--- src/rtl/reglk_pkg.sv ---
// Shared types and constants for the register-lock bank programmer and its slave.
package reglk_pkg;

  localparam int unsigned NB_REGLK_WORDS = 6;

  typedef enum logic [2:0] {
    StIdle,
    StWrReq,
    StWrRsp,
    StRdReq,
    StRdRsp,
    StDone
  } reglk_state_e;

  localparam logic [1:0] ErrOk      = 2'd0;
  localparam logic [1:0] ErrBresp   = 2'd1;
  localparam logic [1:0] ErrRead    = 2'd2;
  localparam logic [1:0] ErrTimeout = 2'd3;

  localparam logic [1:0] RespOkay   = 2'b00;
  localparam logic [1:0] RespSlverr = 2'b10;

endpackage

--- src/rtl/reglk_axil_programmer_if.sv ---
// AXI4-Lite channel bundle between the reglk programmer (master) and the reglk slave port.
interface reglk_axil_programmer_if #(
  parameter int unsigned AXI_ADDR_WIDTH = 64,
  parameter int unsigned AXI_DATA_WIDTH = 64
);
  localparam int unsigned StrbW = AXI_DATA_WIDTH / 8;

  logic [AXI_ADDR_WIDTH-1:0] m_awaddr;
  logic                      m_awvalid;
  logic                      m_awready;
  logic [AXI_DATA_WIDTH-1:0] m_wdata;
  logic [StrbW-1:0]          m_wstrb;
  logic                      m_wvalid;
  logic                      m_wready;
  logic [1:0]                m_bresp;
  logic                      m_bvalid;
  logic                      m_bready;
  logic [AXI_ADDR_WIDTH-1:0] m_araddr;
  logic                      m_arvalid;
  logic                      m_arready;
  logic [AXI_DATA_WIDTH-1:0] m_rdata;
  logic [1:0]                m_rresp;
  logic                      m_rvalid;
  logic                      m_rready;

  modport master (
    output m_awaddr, m_awvalid, m_wdata, m_wstrb, m_wvalid, m_bready,
    output m_araddr, m_arvalid, m_rready,
    input  m_awready, m_wready, m_bresp, m_bvalid, m_arready, m_rdata, m_rresp, m_rvalid
  );

  modport slave (
    input  m_awaddr, m_awvalid, m_wdata, m_wstrb, m_wvalid, m_bready,
    input  m_araddr, m_arvalid, m_rready,
    output m_awready, m_wready, m_bresp, m_bvalid, m_arready, m_rdata, m_rresp, m_rvalid
  );
endinterface

--- src/rtl/reglk_axil_programmer.sv ---
// AXI4-Lite initiator that writes NB_WORDS lock words to the reglk bank and optionally
// reads them back; stops at the first error or phase timeout.
module reglk_axil_programmer
  import reglk_pkg::*;
#(
  parameter int unsigned               AXI_ADDR_WIDTH = 64,
  parameter int unsigned               AXI_DATA_WIDTH = 64,
  parameter int unsigned               NB_WORDS       = NB_REGLK_WORDS,
  parameter logic [AXI_ADDR_WIDTH-1:0] BASE_ADDR      = '0,
  parameter int unsigned               TIMEOUT_CYC    = 1024
) (
  input  logic                        clk_i,
  input  logic                        rst_ni,
  input  logic                        start_i,
  input  logic                        verify_i,
  input  logic [32*NB_WORDS-1:0]      lock_vals_i,
  output logic                        busy_o,
  output logic                        done_o,
  output logic                        err_o,
  output logic [1:0]                  err_code_o,
  output logic [$clog2(NB_WORDS)-1:0] err_idx_o,
  reglk_axil_programmer_if.master     axi
);

  localparam int unsigned         IdxW    = $clog2(NB_WORDS);
  localparam int unsigned         CntW    = $clog2(TIMEOUT_CYC);
  localparam logic [IdxW-1:0]     LastIdx = IdxW'(NB_WORDS - 1);
  localparam logic [CntW-1:0]     CntLast = CntW'(TIMEOUT_CYC - 1);
  localparam int unsigned         StrbW   = AXI_DATA_WIDTH / 8;

  reglk_state_e                  state_q;
  logic [CntW-1:0]               cnt_q;
  logic [IdxW-1:0]               idx_q, idx_next;
  logic                          verify_q;
  logic [NB_WORDS-1:0][31:0]     vals_q;
  logic                          awvalid_q, wvalid_q, bready_q, arvalid_q, rready_q;
  logic [AXI_ADDR_WIDTH-1:0]     awaddr_q, araddr_q;
  logic [AXI_DATA_WIDTH-1:0]     wdata_q;
  logic                          busy_q, done_q, err_q;
  logic [1:0]                    err_code_q;
  logic [IdxW-1:0]               err_idx_q;
  logic                          phase_done, abort, last;
  logic                          unused_rdata;

  function automatic logic [AXI_ADDR_WIDTH-1:0] word_addr(input logic [IdxW-1:0] idx);
    return BASE_ADDR + (AXI_ADDR_WIDTH'(idx) << 3);
  endfunction

  assign idx_next     = idx_q + IdxW'(1);
  assign last         = (idx_q == LastIdx);
  assign unused_rdata = ^axi.m_rdata;

  // Phase completes when every outstanding handshake of the current state has happened.
  always_comb begin
    phase_done = 1'b0;
    unique case (state_q)
      StWrReq: phase_done = (!awvalid_q || axi.m_awready) && (!wvalid_q || axi.m_wready);
      StWrRsp: phase_done = axi.m_bvalid;
      StRdReq: phase_done = axi.m_arready;
      StRdRsp: phase_done = axi.m_rvalid;
      default: phase_done = 1'b0;
    endcase
  end

  assign abort = (cnt_q == CntLast) && !phase_done &&
                 (state_q inside {StWrReq, StWrRsp, StRdReq, StRdRsp});

  always_ff @(posedge clk_i or negedge rst_ni) begin
    if (!rst_ni) begin
      state_q    <= StIdle;
      cnt_q      <= '0;
      idx_q      <= '0;
      verify_q   <= 1'b0;
      vals_q     <= '0;
      awvalid_q  <= 1'b0;
      wvalid_q   <= 1'b0;
      bready_q   <= 1'b0;
      arvalid_q  <= 1'b0;
      rready_q   <= 1'b0;
      awaddr_q   <= '0;
      araddr_q   <= '0;
      wdata_q    <= '0;
      busy_q     <= 1'b0;
      done_q     <= 1'b0;
      err_q      <= 1'b0;
      err_code_q <= ErrOk;
      err_idx_q  <= '0;
    end else begin
      done_q <= 1'b0;
      cnt_q  <= cnt_q + CntW'(1);
      unique case (state_q)
        StIdle: begin
          cnt_q <= '0;
          if (start_i) begin
            state_q    <= StWrReq;
            busy_q     <= 1'b1;
            verify_q   <= verify_i;
            vals_q     <= lock_vals_i;
            err_q      <= 1'b0;
            err_code_q <= ErrOk;
            err_idx_q  <= '0;
            idx_q      <= '0;
            awvalid_q  <= 1'b1;
            wvalid_q   <= 1'b1;
            awaddr_q   <= word_addr('0);
            wdata_q    <= AXI_DATA_WIDTH'(lock_vals_i[31:0]);
          end
        end
        StWrReq: begin
          if (axi.m_awready) awvalid_q <= 1'b0;
          if (axi.m_wready)  wvalid_q  <= 1'b0;
          if (phase_done) begin
            state_q  <= StWrRsp;
            bready_q <= 1'b1;
            cnt_q    <= '0;
          end
        end
        StWrRsp: begin
          if (axi.m_bvalid) begin
            bready_q <= 1'b0;
            cnt_q    <= '0;
            if (axi.m_bresp != RespOkay) begin
              state_q    <= StDone;
              busy_q     <= 1'b0;
              done_q     <= 1'b1;
              err_q      <= 1'b1;
              err_code_q <= ErrBresp;
              err_idx_q  <= idx_q;
            end else if (last && verify_q) begin
              state_q   <= StRdReq;
              idx_q     <= '0;
              arvalid_q <= 1'b1;
              araddr_q  <= word_addr('0);
            end else if (last) begin
              state_q <= StDone;
              busy_q  <= 1'b0;
              done_q  <= 1'b1;
            end else begin
              state_q   <= StWrReq;
              idx_q     <= idx_next;
              awvalid_q <= 1'b1;
              wvalid_q  <= 1'b1;
              awaddr_q  <= word_addr(idx_next);
              wdata_q   <= AXI_DATA_WIDTH'(vals_q[idx_next]);
            end
          end
        end
        StRdReq: begin
          if (axi.m_arready) begin
            state_q   <= StRdRsp;
            arvalid_q <= 1'b0;
            rready_q  <= 1'b1;
            cnt_q     <= '0;
          end
        end
        StRdRsp: begin
          if (axi.m_rvalid) begin
            rready_q <= 1'b0;
            cnt_q    <= '0;
            if (axi.m_rresp != RespOkay || axi.m_rdata[31:0] != vals_q[idx_q]) begin
              state_q    <= StDone;
              busy_q     <= 1'b0;
              done_q     <= 1'b1;
              err_q      <= 1'b1;
              err_code_q <= ErrRead;
              err_idx_q  <= idx_q;
            end else if (last) begin
              state_q <= StDone;
              busy_q  <= 1'b0;
              done_q  <= 1'b1;
            end else begin
              state_q   <= StRdReq;
              idx_q     <= idx_next;
              arvalid_q <= 1'b1;
              araddr_q  <= word_addr(idx_next);
            end
          end
        end
        StDone: begin
          state_q <= StIdle;
          cnt_q   <= '0;
        end
        default: state_q <= StIdle;
      endcase

      // Timeout overrides whatever the phase logic scheduled above.
      if (abort) begin
        state_q    <= StDone;
        cnt_q      <= '0;
        busy_q     <= 1'b0;
        done_q     <= 1'b1;
        err_q      <= 1'b1;
        err_code_q <= ErrTimeout;
        err_idx_q  <= idx_q;
        awvalid_q  <= 1'b0;
        wvalid_q   <= 1'b0;
        bready_q   <= 1'b0;
        arvalid_q  <= 1'b0;
        rready_q   <= 1'b0;
      end
    end
  end

  assign axi.m_awaddr  = awaddr_q;
  assign axi.m_awvalid = awvalid_q;
  assign axi.m_wdata   = wdata_q;
  assign axi.m_wstrb   = StrbW'(4'hF);
  assign axi.m_wvalid  = wvalid_q;
  assign axi.m_bready  = bready_q;
  assign axi.m_araddr  = araddr_q;
  assign axi.m_arvalid = arvalid_q;
  assign axi.m_rready  = rready_q;

  assign busy_o     = busy_q;
  assign done_o     = done_q;
  assign err_o      = err_q;
  assign err_code_o = err_code_q;
  assign err_idx_o  = err_idx_q;

endmodule

--- src/flat_wrapper.sv ---
// flat-port wrapper written by rule: the top's interface ports become plain ports
module reglk_axil_programmer_flat import reglk_pkg::*;
#(
  parameter int unsigned               AXI_ADDR_WIDTH = 64,
  parameter int unsigned               AXI_DATA_WIDTH = 64,
  parameter int unsigned               NB_WORDS       = NB_REGLK_WORDS,
  parameter logic [AXI_ADDR_WIDTH-1:0] BASE_ADDR      = '0,
  parameter int unsigned               TIMEOUT_CYC    = 1024
)
  (clk_i, rst_ni, start_i, verify_i, lock_vals_i, busy_o, done_o, err_o, err_code_o, err_idx_o, axi_m_awaddr, axi_m_awvalid, axi_m_wdata, axi_m_wstrb, axi_m_wvalid, axi_m_bready, axi_m_araddr, axi_m_arvalid, axi_m_rready, axi_m_awready, axi_m_wready, axi_m_bresp, axi_m_bvalid, axi_m_arready, axi_m_rdata, axi_m_rresp, axi_m_rvalid);
  reglk_axil_programmer_if #(.AXI_ADDR_WIDTH(AXI_ADDR_WIDTH), .AXI_DATA_WIDTH(AXI_DATA_WIDTH)) axi_i ();
  input  logic clk_i;
  input  logic rst_ni;
  input  logic start_i;
  input  logic verify_i;
  input  logic [32*NB_WORDS-1:0] lock_vals_i;
  output logic busy_o;
  output logic done_o;
  output logic err_o;
  output logic [1:0] err_code_o;
  output logic [$clog2(NB_WORDS)-1:0] err_idx_o;
  output wire logic [$bits(axi_i.m_awaddr)-1:0] axi_m_awaddr;
  output wire logic [$bits(axi_i.m_awvalid)-1:0] axi_m_awvalid;
  output wire logic [$bits(axi_i.m_wdata)-1:0] axi_m_wdata;
  output wire logic [$bits(axi_i.m_wstrb)-1:0] axi_m_wstrb;
  output wire logic [$bits(axi_i.m_wvalid)-1:0] axi_m_wvalid;
  output wire logic [$bits(axi_i.m_bready)-1:0] axi_m_bready;
  output wire logic [$bits(axi_i.m_araddr)-1:0] axi_m_araddr;
  output wire logic [$bits(axi_i.m_arvalid)-1:0] axi_m_arvalid;
  output wire logic [$bits(axi_i.m_rready)-1:0] axi_m_rready;
  input wire logic [$bits(axi_i.m_awready)-1:0] axi_m_awready;
  input wire logic [$bits(axi_i.m_wready)-1:0] axi_m_wready;
  input wire logic [$bits(axi_i.m_bresp)-1:0] axi_m_bresp;
  input wire logic [$bits(axi_i.m_bvalid)-1:0] axi_m_bvalid;
  input wire logic [$bits(axi_i.m_arready)-1:0] axi_m_arready;
  input wire logic [$bits(axi_i.m_rdata)-1:0] axi_m_rdata;
  input wire logic [$bits(axi_i.m_rresp)-1:0] axi_m_rresp;
  input wire logic [$bits(axi_i.m_rvalid)-1:0] axi_m_rvalid;
  assign axi_m_awaddr = axi_i.m_awaddr;
  assign axi_m_awvalid = axi_i.m_awvalid;
  assign axi_m_wdata = axi_i.m_wdata;
  assign axi_m_wstrb = axi_i.m_wstrb;
  assign axi_m_wvalid = axi_i.m_wvalid;
  assign axi_m_bready = axi_i.m_bready;
  assign axi_m_araddr = axi_i.m_araddr;
  assign axi_m_arvalid = axi_i.m_arvalid;
  assign axi_m_rready = axi_i.m_rready;
  assign axi_i.m_awready = axi_m_awready;
  assign axi_i.m_wready = axi_m_wready;
  assign axi_i.m_bresp = axi_m_bresp;
  assign axi_i.m_bvalid = axi_m_bvalid;
  assign axi_i.m_arready = axi_m_arready;
  assign axi_i.m_rdata = axi_m_rdata;
  assign axi_i.m_rresp = axi_m_rresp;
  assign axi_i.m_rvalid = axi_m_rvalid;
  reglk_axil_programmer #(.AXI_ADDR_WIDTH(AXI_ADDR_WIDTH), .AXI_DATA_WIDTH(AXI_DATA_WIDTH), .NB_WORDS(NB_WORDS), .BASE_ADDR(BASE_ADDR), .TIMEOUT_CYC(TIMEOUT_CYC)) u_core (.clk_i(clk_i), .rst_ni(rst_ni), .start_i(start_i), .verify_i(verify_i), .lock_vals_i(lock_vals_i), .busy_o(busy_o), .done_o(done_o), .err_o(err_o), .err_code_o(err_code_o), .err_idx_o(err_idx_o), .axi(axi_i));
endmodule
--- config.mk ---
export PLATFORM = sky130hd
export DESIGN_NAME = reglk_axil_programmer_flat
export DESIGN_NICKNAME = d
export VERILOG_FILES = /design/src/rtl/reglk_pkg.sv /design/src/rtl/reglk_axil_programmer_if.sv /design/src/rtl/reglk_axil_programmer.sv /design/src/flat_wrapper.sv
export SDC_FILE = /design/constraint.sdc
export NUM_CORES = 1
export LEC_CHECK = 0
export BUFFER_PORTS_ARGS = -buffer_cell sky130_fd_sc_hd__buf_2
export CAP_MARGIN = 10
export CORE_UTILIZATION = 45
export DETAILED_ROUTE_END_ITERATION = 10
export PLACE_DENSITY = 0.72
export SLEW_MARGIN = 15
export SYNTH_ARGS = -nofsm -noshare
export SYNTH_HDL_FRONTEND = slang
export SYNTH_SLANG_ARGS = --single-unit
--- constraint.sdc ---
create_clock -name clk_i -period 7.33 [get_ports clk_i]
set_clock_uncertainty 0.1 [all_clocks]
set_input_delay 1.466 -clock clk_i [delete_from_list [all_inputs] [get_ports clk_i]]
set_output_delay 1.466 -clock clk_i [all_outputs]
set_load 0.02 [all_outputs]
==> impl_metrics.py <==
metrics = {
    "synthesis": {
        "yosysSeqAreaShare": 0.418,
        "synth_cell_types": 69,
        "avgSynthCellArea_sq_um": 11.3,
        "syn_inst": 1373,
        "synth_enable_flop_cells": 0,
        "async_flop_share": 1.00,
        "synthFlopType": "dfrtp_1",
        "yosysWarnings": 0,
        "syn_area_sq_mm": 0.0156,
        "synth_seq_cells": 260,
    },
    "final_layout": {
        "multi_input_area_sq_mm": 0.00800,
        "final_common_cell": "buf_2",
        "drive_above_1_share": 0.382,
        "nFillCells": 2989,
        "syn_to_final_growth_pct": 14.0,
        "final_cell_mix": "buf_2, dfrtp_1, mux2_2, conb_1, o21ai_0",
        "seqCellArea_sq_mm": 0.00651,
        "final_nets": 1883,
        "final_area_sq_mm": 0.0178,
        "postLayoutCoreUtil": 0.525,
    },
    "timing": {
        "maxSlewHeadroom": -0.0286,
        "period_minus_slack_ns": 4.55,
        "fmax_mhz": 220,
        "tns_ns": 0,
        "holdWs_ns": 0.378,
        "drv_slew": 56,
        "post-route-period-util": 0.620,
        "tightest_slew_ns": 1.54,
        "grt_setup_unrepaired": "no",
        "finalSetupViolCount": 0,
        "finalHoldViolCount": 0,
    },
    "setup_path": {
        "crit_top_cell": "or4_1",
        "worstPathArrival_ns": 4.86,
        "crit_path_end_kind": "flop",
        "crit_chain": "buf_4 > or2_0 > nor3_1 > or4_1 > or4_1 > nor3_2 > nand4_2 > a21oi_4 > nand2_1 > a22o_1",
        "required_ns": 7.65,
        "slowest_stage": "dfrtp_2",
        "crit_type": "flop to flop",
        "cp-start-kind": "flop",
        "max_stage_delay_ns": 0.96,
        "path_max_fanout": 32,
    },
    "cts": {
        "clkSinkCount": 260,
        "clkTransAtPathRegs_ns": 0.06,
        "clock_latency_ns": 0.55,
        "htreeDepth": 1,
        "clk_path_buf_depth": 3,
        "root_buffer": "clkbuf_16",
        "cts_made_buffers": 29,
        "holdBufCountCts": 0,
        "cts_tree": "yes",
        "post-cts-setup-buffers": 0,
        "cts_resized": 0,
    },
    "pwr": {
        "peakVddDrop_mv": 0.249,
        "p_per_area_mw_per_mm2": 427,
        "leakage_uw": 0.00777,
    },
    "floorplan": {
        "fp.dieH_um": 188,
        "die_w_um": 188,
        "row_count": 67,
        "die-area_sq_mm": 0.0354,
        "start_util": 0.461,
        "io_pins": 482,
        "core_area_sq_mm": 0.0338,
    },
    "min_path": {
        "hold_class": "flop to flop",
    },
    "routing": {
        "routed_via_density": 5.55,
        "ant_nets": 0,
        "routed_wl_um": 43500,
        "wire_per_inst_um": 20.7,
        "drc": 0,
        "vias": 11700,
        "drt_first_pass_iters": 5,
        "drtIter0Drc": 955,
    },
    "placed_design": {
        "io_buffers": 287,
        "postPlaceCellArea_sq_mm": 0.0167,
        "gp_congestion": 0.917,
        "dpl.hpwl_um": 30400,
    },
    "grt": {
        "grt_util_all_layers": 0.242,
        "grt-ovfl-total": 0,
        "grt_pass1_vias": 11600,
        "grt_max_degree": 196,
        "antenna_found_initial": 24,
        "grt_pass1_wl_um": 66700,
    },
    "run_status": {
        "status": "finished, violations left",
        "violations": "max-slew violations",
    },
    "job": {
        "drv_cap": 0,
    },
}
==> cell families (layout without fill, tap and decap cells) <==
| group | count (synthesis) | after routing | share of synthesized area |
|---|---|---|---|
| AOI/OAI and AO/OA | 231 | 231 | 0.0996 |
| xor gates and xnor gates | 27 | 27 | 0.0152 |
| adders and majority gates | 3 | 3 | 0.00241 |
| buffers and inverters | 269 | 369 | 0.109 |
| DFF | 260 | 260 | 0.418 |
| muxes | 342 | 342 | 0.283 |
| other | 2 | 180 | 0.000482 |
| and+or+nand+nor | 239 | 239 | 0.0724 |
==> area by class of cell <==
cell class / count / area share
tap: 448 / 0.0316
antenna: 18 / 0.00254
clock inverter: 12 / 0.00803
clock buffer: 41 / 0.0479
timing repair buffer: 300 / 0.0891
sequential: 260 / 0.367
multi-input combinational: 1004 / 0.451
inverter: 16 / 0.00338
==> Yosys cell counts (all sizes together), types with 3 or more instances <==
| master | number | area [sq um] |
|---|---|---|
| ha | 3 | 37.5 |
| mux4 | 55 | 1260 |
| a221o | 33 | 330 |
| a21oi | 27 | 146 |
| and3 | 7 | 43.8 |
| mux2i | 77 | 771 |
| mux2 | 210 | 2370 |
| xnor2 | 13 | 114 |
| o2bb2ai | 7 | 61.3 |
| a31oi | 3 | 18.8 |
| o2111ai | 3 | 26.3 |
| xor2 | 14 | 123 |
| or3 | 5 | 31.3 |
| o21a | 7 | 52.6 |
| nor2 | 75 | 287 |
| o31ai | 5 | 37.5 |
| buf | 192 | 1410 |
| a311oi | 3 | 26.3 |
| nand2 | 69 | 259 |
| a22oi | 6 | 45.0 |
| clkbuf | 61 | 229 |
| dfrtp | 260 | 6510 |
| a211oi | 4 | 30.0 |
| o211ai | 7 | 52.6 |
| inv | 15 | 56.3 |
| o21ai | 97 | 485 |
| nand4 | 5 | 37.5 |
| o22ai | 10 | 62.6 |
| and2 | 6 | 37.5 |
| nand2b | 7 | 43.8 |
| nor3 | 24 | 125 |
| nand3 | 18 | 90.1 |
| nor2b | 7 | 43.8 |
| and4 | 3 | 26.3 |
==> stage by stage <==
| step | power [uW] | std cells | worst slack (ns) |
|---|---|---|---|
| 6_report | 7580 | 2099 | 2.78 |
| 5_1_grt | 8000 | 2095 | 2.47 |
| 4_1_cts | 7600 | 2081 | 2.69 |
| 3_5_place_dp | 6060 | 2028 | 2.70 |
| 3_3_place_gp | 5940 | 2028 | 2.74 |
| 2_1_floorplan | 5140 | 1533 | 3.66 |
==> flip-flops by register name, indices dropped and copies added, names as in the netlist, 2 cells and up <==
name                 count
u_core.axi.m_wdata      32
u_core.state_q           3
u_core.cnt_q            10
u_core.axi.m_araddr      3
u_core.vals_q          192
u_core.idx_q             3
u_core.err_idx_o         3
u_core.err_code_o        2
u_core.axi.m_awaddr      3
==> worst paths after layout <==
| path | startpoint | end | slack (ns) | cells past startpoint |
|---|---|---|---|---|
| worst max register to register | u_core.idx_q[2] | u_core.idx_q[1] | 2.78 | 10 |
| max in group asynchronous | rst_ni | u_core.cnt_q[4] | 4.87 | 2 |
| min in group asynchronous | rst_ni | u_core.axi.m_wdata[11] | 0.88 | 1 |
| worst min register to register | u_core.axi.m_wdata[30] | u_core.axi.m_wdata[30] | 0.38 | 2 |
| worst min-delay path | u_core.axi.m_wdata[30] | u_core.axi.m_wdata[30] | 0.38 | 2 |
| worst max-delay path | u_core.idx_q[2] | u_core.idx_q[1] | 2.78 | 10 |
==> power breakdown <==
| part | leakage [uW] | internal [uW] | switching, uW |
|---|---|---|---|
| Combinational | 0.00416 | 1630 | 1720 |
| Clock | 0.000486 | 909 | 598 |
| Sequential | 0.00313 | 2130 | 588 |
| Total | 0.00777 | 4670 | 2910 |
==> worst max-delay path: cells and delay by family (launching register included) <==
kind / cells / cell delay (ns)
AND/OR/NAND/NOR: 7 / 2.35
flip-flops: 1 / 0.96
AO/OA/AOI/OAI: 2 / 0.55
buffers and inverters: 1 / 0.46
==> metal layers <==
metal | vias to the layer above | routed length (um) | part of all wire | GRT usage
li1 | 5204 | - | - | -
met4 | 12 | 1290 | 0.030 | 0.0888
met3 | 89 | 2900 | 0.067 | 0.0462
met5 | - | 64 | 0.0015 | 0
met2 | 515 | 21900 | 0.50 | 0.412
met1 | 5836 | 17400 | 0.40 | 0.306
Note: power is estimated with default switching activity, not from simulation.
